==> src/rtl/pht_update_queue_pkg.sv <==
// Fetch-unit shared types for the PHT update path: branch result record,
// PHT index/entry types, queue entry record and the update-index hash.
package FetchUnitTypes;

    localparam int INSN_ADDR_BIT_WIDTH             = 2;
    localparam int PC_BIT_WIDTH                    = 32;
    localparam int PHT_ENTRY_NUM_BIT_WIDTH         = 10;
    localparam int BRANCH_GLOBAL_HISTORY_BIT_WIDTH = 10;
    localparam int PHT_ENTRY_BIT_WIDTH             = 2;
    localparam int PHT_QUEUE_SIZE                  = 32;

    typedef logic [PC_BIT_WIDTH-1:0]                    PC_Path;
    typedef logic [BRANCH_GLOBAL_HISTORY_BIT_WIDTH-1:0] BranchGlobalHistoryPath;
    typedef logic [PHT_ENTRY_NUM_BIT_WIDTH-1:0]         PHT_IndexPath;
    typedef logic [PHT_ENTRY_BIT_WIDTH-1:0]             PHT_EntryPath;

    // Strongly-taken saturation point of the 2-bit counter.
    localparam PHT_EntryPath PHT_ENTRY_MAX = 2'd3;

    // Resolved branch as reported by the integer backend.
    typedef struct packed {
        logic                   valid;
        logic                   isCondBr;
        PC_Path                 brAddr;
        logic                   execTaken;
        BranchGlobalHistoryPath globalHistory;
        PHT_EntryPath           phtPrevValue;
    } BranchResult;

    // One pending PHT write.
    typedef struct packed {
        PHT_IndexPath index;
        PHT_EntryPath value;
    } PhtUpdateEntry;

    // gshare index: word-aligned PC bits XOR zero-extended global history.
    function automatic PHT_IndexPath ToPHT_UpdateIndex(PC_Path addr, BranchGlobalHistoryPath gh);
        return addr[PHT_ENTRY_NUM_BIT_WIDTH+INSN_ADDR_BIT_WIDTH-1:INSN_ADDR_BIT_WIDTH]
               ^ PHT_IndexPath'(gh);
    endfunction

endpackage

==> src/rtl/pht_update_queue_counter.sv <==
// Combinational 2-bit saturating counter step used to form the PHT write value.
module pht_counter_update
    import FetchUnitTypes::*;
(
    input  PHT_EntryPath prev,
    input  logic         taken,
    output PHT_EntryPath next
);

    // Increment toward PHT_ENTRY_MAX on taken, decrement toward zero otherwise.
    always_comb begin
        next = prev;
        if (taken) begin
            if (prev == PHT_ENTRY_MAX) begin
                next = PHT_ENTRY_MAX;
            end else begin
                next = prev + 2'd1;
            end
        end else begin
            if (prev == 2'd0) begin
                next = 2'd0;
            end else begin
                next = prev - 2'd1;
            end
        end
    end

endmodule

==> src/rtl/pht_update_queue.sv <==
// PHT update queue: buffers conditional-branch counter updates and writes them
// into the single-ported PHT on cycles the fetch side is not reading it.
// Optional feature macro: RSD_PHT_QUEUE_COALESCE_EN -- merges an update into the
// newest queued entry when both target the same PHT index.
module pht_update_queue
    import FetchUnitTypes::*;
#(
    parameter int QUEUE_SIZE = PHT_QUEUE_SIZE
)(
    input  logic         clk,
    input  logic         rst,
    input  BranchResult  brResult,
    input  logic         phtReadBusy,
    output logic         phtWE,
    output PHT_IndexPath phtWA,
    output PHT_EntryPath phtWV,
    output logic         full,
    output logic         empty,
    output logic         dropped
);

    localparam int PTR_W = $clog2(QUEUE_SIZE);
    localparam int CNT_W = PTR_W + 1;

    typedef logic [PTR_W-1:0] QueuePtr;
    typedef logic [CNT_W-1:0] QueueCount;

    localparam QueueCount CNT_MAX  = QueueCount'(QUEUE_SIZE);
    localparam QueueCount CNT_ZERO = {CNT_W{1'b0}};
    localparam QueueCount CNT_ONE  = QueueCount'(1);
    localparam QueuePtr   PTR_ZERO = {PTR_W{1'b0}};
    localparam QueuePtr   PTR_ONE  = QueuePtr'(1);

    PhtUpdateEntry entryArray_r [QUEUE_SIZE];
    QueuePtr       headPtr_r;
    QueuePtr       tailPtr_r;
    QueueCount     count_r;

    logic          eligible_s;
    logic          pop_s;
    logic          push_s;
    logic          coalesce_s;
    logic          drop_s;
    logic          full_s;
    logic          empty_s;
    PHT_IndexPath  pushIndex_s;
    PHT_EntryPath  pushValue_s;

    assign pushIndex_s = ToPHT_UpdateIndex(brResult.brAddr, brResult.globalHistory);

    pht_counter_update counterUpdate (
        .prev  (brResult.phtPrevValue),
        .taken (brResult.execTaken),
        .next  (pushValue_s)
    );

`ifdef RSD_PHT_QUEUE_COALESCE_EN
    QueuePtr newestPtr_s;
    assign newestPtr_s = tailPtr_r - PTR_ONE;
`endif

    // Queue control: eligibility, pop on free PHT port, push/coalesce/drop decision.
    always_comb begin
        empty_s    = (count_r == CNT_ZERO);
        full_s     = (count_r == CNT_MAX);
        eligible_s = brResult.valid && brResult.isCondBr && !rst;
        pop_s      = !empty_s && !phtReadBusy;
`ifdef RSD_PHT_QUEUE_COALESCE_EN
        // The newest entry is the one being popped only when it is the sole entry.
        if (eligible_s && !empty_s
            && (entryArray_r[newestPtr_s].index == pushIndex_s)
            && !(pop_s && (count_r == CNT_ONE))) begin
            coalesce_s = 1'b1;
        end else begin
            coalesce_s = 1'b0;
        end
`else
        coalesce_s = 1'b0;
`endif
        push_s = eligible_s && !coalesce_s && (!full_s || pop_s);
        drop_s = eligible_s && !coalesce_s && full_s && !pop_s;
    end

    assign phtWE   = pop_s;
    assign phtWA   = entryArray_r[headPtr_r].index;
    assign phtWV   = entryArray_r[headPtr_r].value;
    assign full    = full_s;
    assign empty   = empty_s;
    assign dropped = drop_s;

    // Head/tail pointers and occupancy count; reset invalidates every entry.
    always_ff @(posedge clk) begin
        if (rst) begin
            headPtr_r <= PTR_ZERO;
            tailPtr_r <= PTR_ZERO;
            count_r   <= CNT_ZERO;
        end else begin
            if (pop_s) begin
                headPtr_r <= headPtr_r + PTR_ONE;
            end else begin
                headPtr_r <= headPtr_r;
            end
            if (push_s) begin
                tailPtr_r <= tailPtr_r + PTR_ONE;
            end else begin
                tailPtr_r <= tailPtr_r;
            end
            count_r <= count_r + QueueCount'(push_s) - QueueCount'(pop_s);
        end
    end

    // Entry storage: new entries at the tail, merged values into the newest slot.
    always_ff @(posedge clk) begin
        if (push_s) begin
            entryArray_r[tailPtr_r] <= '{index: pushIndex_s, value: pushValue_s};
        end
`ifdef RSD_PHT_QUEUE_COALESCE_EN
        else if (coalesce_s) begin
            entryArray_r[newestPtr_s].value <= pushValue_s;
        end
`endif
        else begin
            entryArray_r[tailPtr_r] <= entryArray_r[tailPtr_r];
        end
    end

endmodule

==> config.mk <==
export PLATFORM = sky130hd
export DESIGN_NAME = pht_update_queue
export DESIGN_NICKNAME = d
export VERILOG_FILES = /design/src/rtl/pht_update_queue_pkg.sv /design/src/rtl/pht_update_queue_counter.sv /design/src/rtl/pht_update_queue.sv
export SDC_FILE = /design/constraint.sdc
export NUM_CORES = 1
export LEC_CHECK = 0
export CORE_ASPECT_RATIO = 1.75
export CORE_MARGIN = 8
export CORE_UTILIZATION = 57
export CTS_BUF_LIST = sky130_fd_sc_hd__clkbuf_4
export DETAILED_ROUTE_END_ITERATION = 12
export GPL_ROUTABILITY_DRIVEN = 0
export PLACE_DENSITY = 0.76
export SLEW_MARGIN = 10
export SYNTH_ARGS = -nofsm -noshare
export SYNTH_HDL_FRONTEND = slang
export SYNTH_SLANG_ARGS = --single-unit
==> constraint.sdc <==
create_clock -name clk -period 5 [get_ports clk]
set_input_delay 1.25 -clock clk [delete_from_list [all_inputs] [get_ports clk]]
set_output_delay 1.25 -clock clk [all_outputs]
set_load 0.05 [all_outputs]
Word-level counts from Yosys, hierarchy flattened
Memory sizes are Yosys's and may differ from the RTL's. A register that Yosys moved wholly into a read port is not among the register bits.
Index checks and enable logic that the tools add are counted.
{ "totals": {"ff_bits": 16, "latchBits": 0, "ram_bits": 384, "romBits": 0, "in_bits": 50, "out_inout_bits": 16, "word_cells": 39, "mem_count": 1} }
{ "classes": {"addsub": 6, "multipliers": 0, "div_mod_pow": 0, "magnitude_cmp": 0, "eq_ne": 3, "shift": 0, "muxes": 9, "bitwise_logic": 2, "reduce_logical": 15} }
{ "mem_list": {"columns": ["memory", "words", "word_bits", "rd", "rd_clocked_by_memory_dff", "wr", "line_no", "source"], "rows": [
  ["entryArray_r", 32, 12, 1, 1, 1, "pht_update_queue.sv:34", "PhtUpdateEntry entryArray_r [QUEUE_SIZE];"]
]} }
{ "op_table": {"columns": ["op", "n"], "rows": [
  ["two-way mux 12 bit", 1],
  ["adder 5 x 1 -> 5 bit, second input constant", 2],
  ["two-way mux 5 bit", 2],
  ["bitwise XOR 10 bit", 1],
  ["adder 6 x 1 -> 6 bit", 1],
  ["== test 6 bit, second input constant", 1],
  ["logical AND 1 bit", 6],
  ["logical NOT 6 bit", 1],
  ["two-way mux 2 bit", 3],
  ["subtractor 6 x 1 -> 6 bit", 1],
  ["logical NOT 1 bit", 5],
  ["two-way mux 1 bit", 3],
  ["adder 2 x 1 -> 2 bit, second input constant", 1],
  ["== test 2 bit, second input constant", 1],
  ["logical NOT 2 bit", 1],
  ["AND reduction 2 bit", 1],
  ["subtractor 2 x 1 -> 2 bit, second input constant", 1],
  ["logical OR 1 bit", 1],
  ["inequality test 0 bit", 1],
  ["OR 1 bit", 1]
]} }

Depth between registers and ports, before layout
{ "depth": {"depth_word": 8, "ltp_mapped": 12, "mapped_depth_nobuf": 12} }

By module
From an unflattened synthesis, not the netlist that was laid out.
{ "unflattened": {"hier_cells": 858, "hier_area_um2": 16070.4} }
{ "modules_own_cells": {"columns": ["module", "n_inst", "cells_each", "area_each_um2", "seq_area_each_um2"], "rows": [
  ["pht_update_queue", 1, 855, 16044.1, 11951.5],
  ["pht_counter_update", 1, 3, 26.3, 0.0]
]} }

Least setup slack after synthesis
OpenSTA, ideal clock, no wires.
{ "synth_path": {"path_kind": "in2out", "from": "input port rst", "to": "output port dropped", "arrival_ns": 2.746, "required_time_ns": 3.750, "path_slack_ns": 1.004, "stages": 4, "n_path_buf": 1, "path_cell_list": "clkbuf_1 -> inv_1 -> nand3_1 -> nor3_1"} }
{ "synth_via": {"elab_chain_len": 4} }
{ "synth_lines": {"columns": ["item", "line_no", "source"], "rows": [
  ["from (decl)", "pht_update_queue.sv:11", "input logic rst,"],
  ["logical NOT 1 bit", "pht_update_queue.sv:66", "eligible_s = brResult.valid && brResult.isCondBr && !rst;"],
  ["logical AND 1 bit", "pht_update_queue.sv:66", null],
  ["logical AND 1 bit (2 in series)", "pht_update_queue.sv:81", "drop_s = eligible_s && !coalesce_s && full_s && !pop_s;"],
  ["to (decl)", "pht_update_queue.sv:19", "output logic dropped"]
]} }
No other way between the ends.

==> impl_metrics.toml <==
[status]
status = "complete, no violations"

[placement]
port_buffers = 43
post-dp-hpwl_microns = 21200
dp_slack_ns = 0.754

[pwr]
power_density_mw_per_mm2 = 404
p_leak_nw = 5.79
vdd_drop_max_v = 0.000326

[synth]
avgSynthCellArea_sq_um = 18.8
synth_cell_type_count = 50
synth_edf_count = 384
async_flop_share = 0
synthesis.nets = 917
syn_inst = 853
yosys_warnings = 0
synth_area_leaders = "edfxtp_1 (72%), mux2i_1 (6.0%), mux4_2 (5.5%), dfxtp_1 (2.6%), a22oi_1 (2.2%)"
synth_largest_area_cell = "edfxtp_1"
yosys_register_bits = 405
ys.flop_type = "edfxtp_1"
seq_area_frac_synth = 0.745
syn-cell-area_sq_mm = 0.0161
yosys.area.top_type_share = 0.718

[sta]
setup_viol = 0
timing.final.ws_setup_ns = 0.211
worst_pin_slew_ns = 1.21
skew_ns = 0.0475
hold_violations = 0
fmax_mhz = 209
fin_setup_tns_ns = 0
period_share = 0.958
maxSlewViolCount = 0
final.min_clock_period_ns = 4.79
relSlewSlack = 0.191
fin_hold_ws_ns = 0.530
rsz0062_at_grt = "false"

[finish]
finalNetCount = 1061
final_util = 0.657
final_common_cell = "edfxtp_1"
drive_gt1_frac = 0.236
layout_common_cells = "edfxtp_1 (384), clkbuf_4 (120), mux2i_1 (96), buf_4 (54), a22oi_1 (48)"
fillers = 1891
area_growth_pct = 14.0

[worst_hold_path]
hold_path_class = "reg2reg"
worstHoldStart = "tailPtr_r[1]"
holdPathEnd = "tailPtr_r[1]"
whs_path_depth = 2

[drt]
drtIter0Drc = 648
routed_via_density = 5.93
drc = 0
totalWireLength_microns = 34000
antenna_left = 0
dr.pass1.iters = 5
dr_total_vias = 8468
wire_per_inst_microns = 23.9

[global_routing]
antenna_found_initial = 1
grt_overflow = 0
grt_first_pass_wirelength_microns = 51600
grt_max_degree = 53
grtUsageTotal = 0.209
grt_pass1_vias = 8811

[critical_path]
crit_path_top_delay_cell = "clkdlybuf4s50_1"
worstPathArrival_ns = 3.54
rr_startpoint = "count_r[2]"
timing.rr.end = "count_r[4]"
cp-end-kind = "primary output"
start_kind = "flip-flop"
worst-path-max-fanout = 17
crit_required_ns = 3.75
cp_num_buf_inv = 2
reg2reg_setup_slack_ns = 2.31
worstSetupPathType = "reg2out"
critPathTopFamily = "buffers and inverters"
path_cells = "buf_12 > mux4_1 > a221oi_2 > nand3_1 > clkdlybuf4s50_1"
critPathMaxStageDelay_ns = 0.74
rr_worst_depth = 11

[clock_tree]
cts.clk_slew.worst_paths_ns = 0.07
cts-root-buf = "clkbuf_4"
clockBufferDepth = 3
cts_max_level = 3
numCtsBuffers = 85
cts_tree = "built"
cts_hold_buf = 0
clock_latency_ns = 0.76
cts.sinks = 405

[run]
cap_viol_max_count = 0

[floorplan]
ios = 66
initial_core_util = 0.576
coreArea_sq_mm = 0.0279
rows = 81
die_area_sq_mm = 0.0340
die_x_microns = 143
die_y_microns = 238
[state kept, by name (all words and copies together), names as in the netlist, named ones only]
register,count
tailPtr_r,5
headPtr_r,5
entryArray_r,384
count_r,6
[power breakdown]
group / switching, mW / leakage (nW) / total [mW] / internal, mW
clock: 1.16 / 0.602 / 2.31 / 1.15
sequential: 0.0507 / 3.63 / 3.85 / 3.80
combinational: 0.759 / 1.56 / 1.23 / 0.475
total: 1.97 / 5.79 / 7.39 / 5.42
[cells by family (layout without fill, tap and decap cells)]
| logic type | after synthesis | after routing | share of synthesized area |
|---|---|---|---|
| other | 0 | 1 | 0 |
| adder cells (fa/ha/maj) | 16 | 16 | 0.0126 |
| AO/OA/AOI/OAI | 91 | 91 | 0.0479 |
| flip-flops | 405 | 405 | 0.745 |
| XOR/XNOR | 19 | 19 | 0.0104 |
| multiplexers | 144 | 144 | 0.129 |
| AND/OR/NAND/NOR | 124 | 124 | 0.0379 |
| buffers and inverters | 54 | 254 | 0.0172 |
[worst register-to-register path, stage by stage (launching register included)]
cell	delay [ns]
dfxtp_1	0.35
inv_1	0.07
ha_1	0.22
and4bb_2	0.28
nor2_1	0.30
o21ai_0	0.16
ha_1	0.23
fa_1	0.43
a21oi_1	0.23
o21bai_1	0.11
xnor2_1	0.14
nor2_1	0.05
[cell usage after synthesis (3+ instances only)]
library cell,number
edfxtp_1,384
mux4_1,9
nand2_1,10
mux4_2,39
nand3_1,42
xnor2_1,8
mux2i_1,96
nor2_1,47
a21oi_1,4
inv_1,10
nor2b_1,5
buf_2,18
o21a_1,3
nand3b_1,3
a22oi_1,48
clkbuf_1,20
dfxtp_1,21
a22o_1,12
buf_6,3
xor2_1,11
a221oi_2,11
o21ai_0,3
ha_1,13
[routing by layer]
metal	part of all wire	vias to the layer above	GRT usage
met5	0	-	0
met2	0.56	265	0.381
met1	0.36	4351	0.228
met3	0.045	53	0.0368
met4	0.030	0	0.101
li1	-	3799	-
[repair_timing]
action | in CTS | in global routing
endpoints found under the setup margin | 6 | 0
gates resized for setup | 0 | 0
buffers inserted | 1 | 0
[how the worst max path moves through the flow]
| stage | startpoint | end | slack, ns | cells past startpoint |
|---|---|---|---|---|
| floorplan | rst | dropped | 1.00 | 4 |
| global placement | rst | dropped | 0.73 | 5 |
| detailed placement | rst | dropped | 0.75 | 5 |
| CTS | flip-flop | phtWA[8] | 0.12 | 6 |
| global route | flip-flop | phtWA[6] | 0.07 | 6 |
| finish | flip-flop | phtWA[1] | 0.21 | 5 |
[layout make-up]
cell class,count,area (sq um),share of cell area
Timing Repair Buffer,101,916,0.0501
Multi-Input combinational cell,394,3900,0.213
Clock inverter,23,118,0.00643
Clock buffer,120,901,0.0492
Antenna cell,1,2.50,0.000137
Sequential cell,405,12000,0.654
Inverter,10,37.5,0.00205
Tap cell,373,467,0.0255
[per-stage QoR]
step	cells	area, sq um	total power, mW
finish	1427	18300	7.39
global route	1427	18300	7.70
CTS	1426	18300	7.46
detailed placement	1282	17300	5.15
global placement	1282	17300	5.12
floorplan	853	16100	4.75
(Power assumes the default switching activity.)
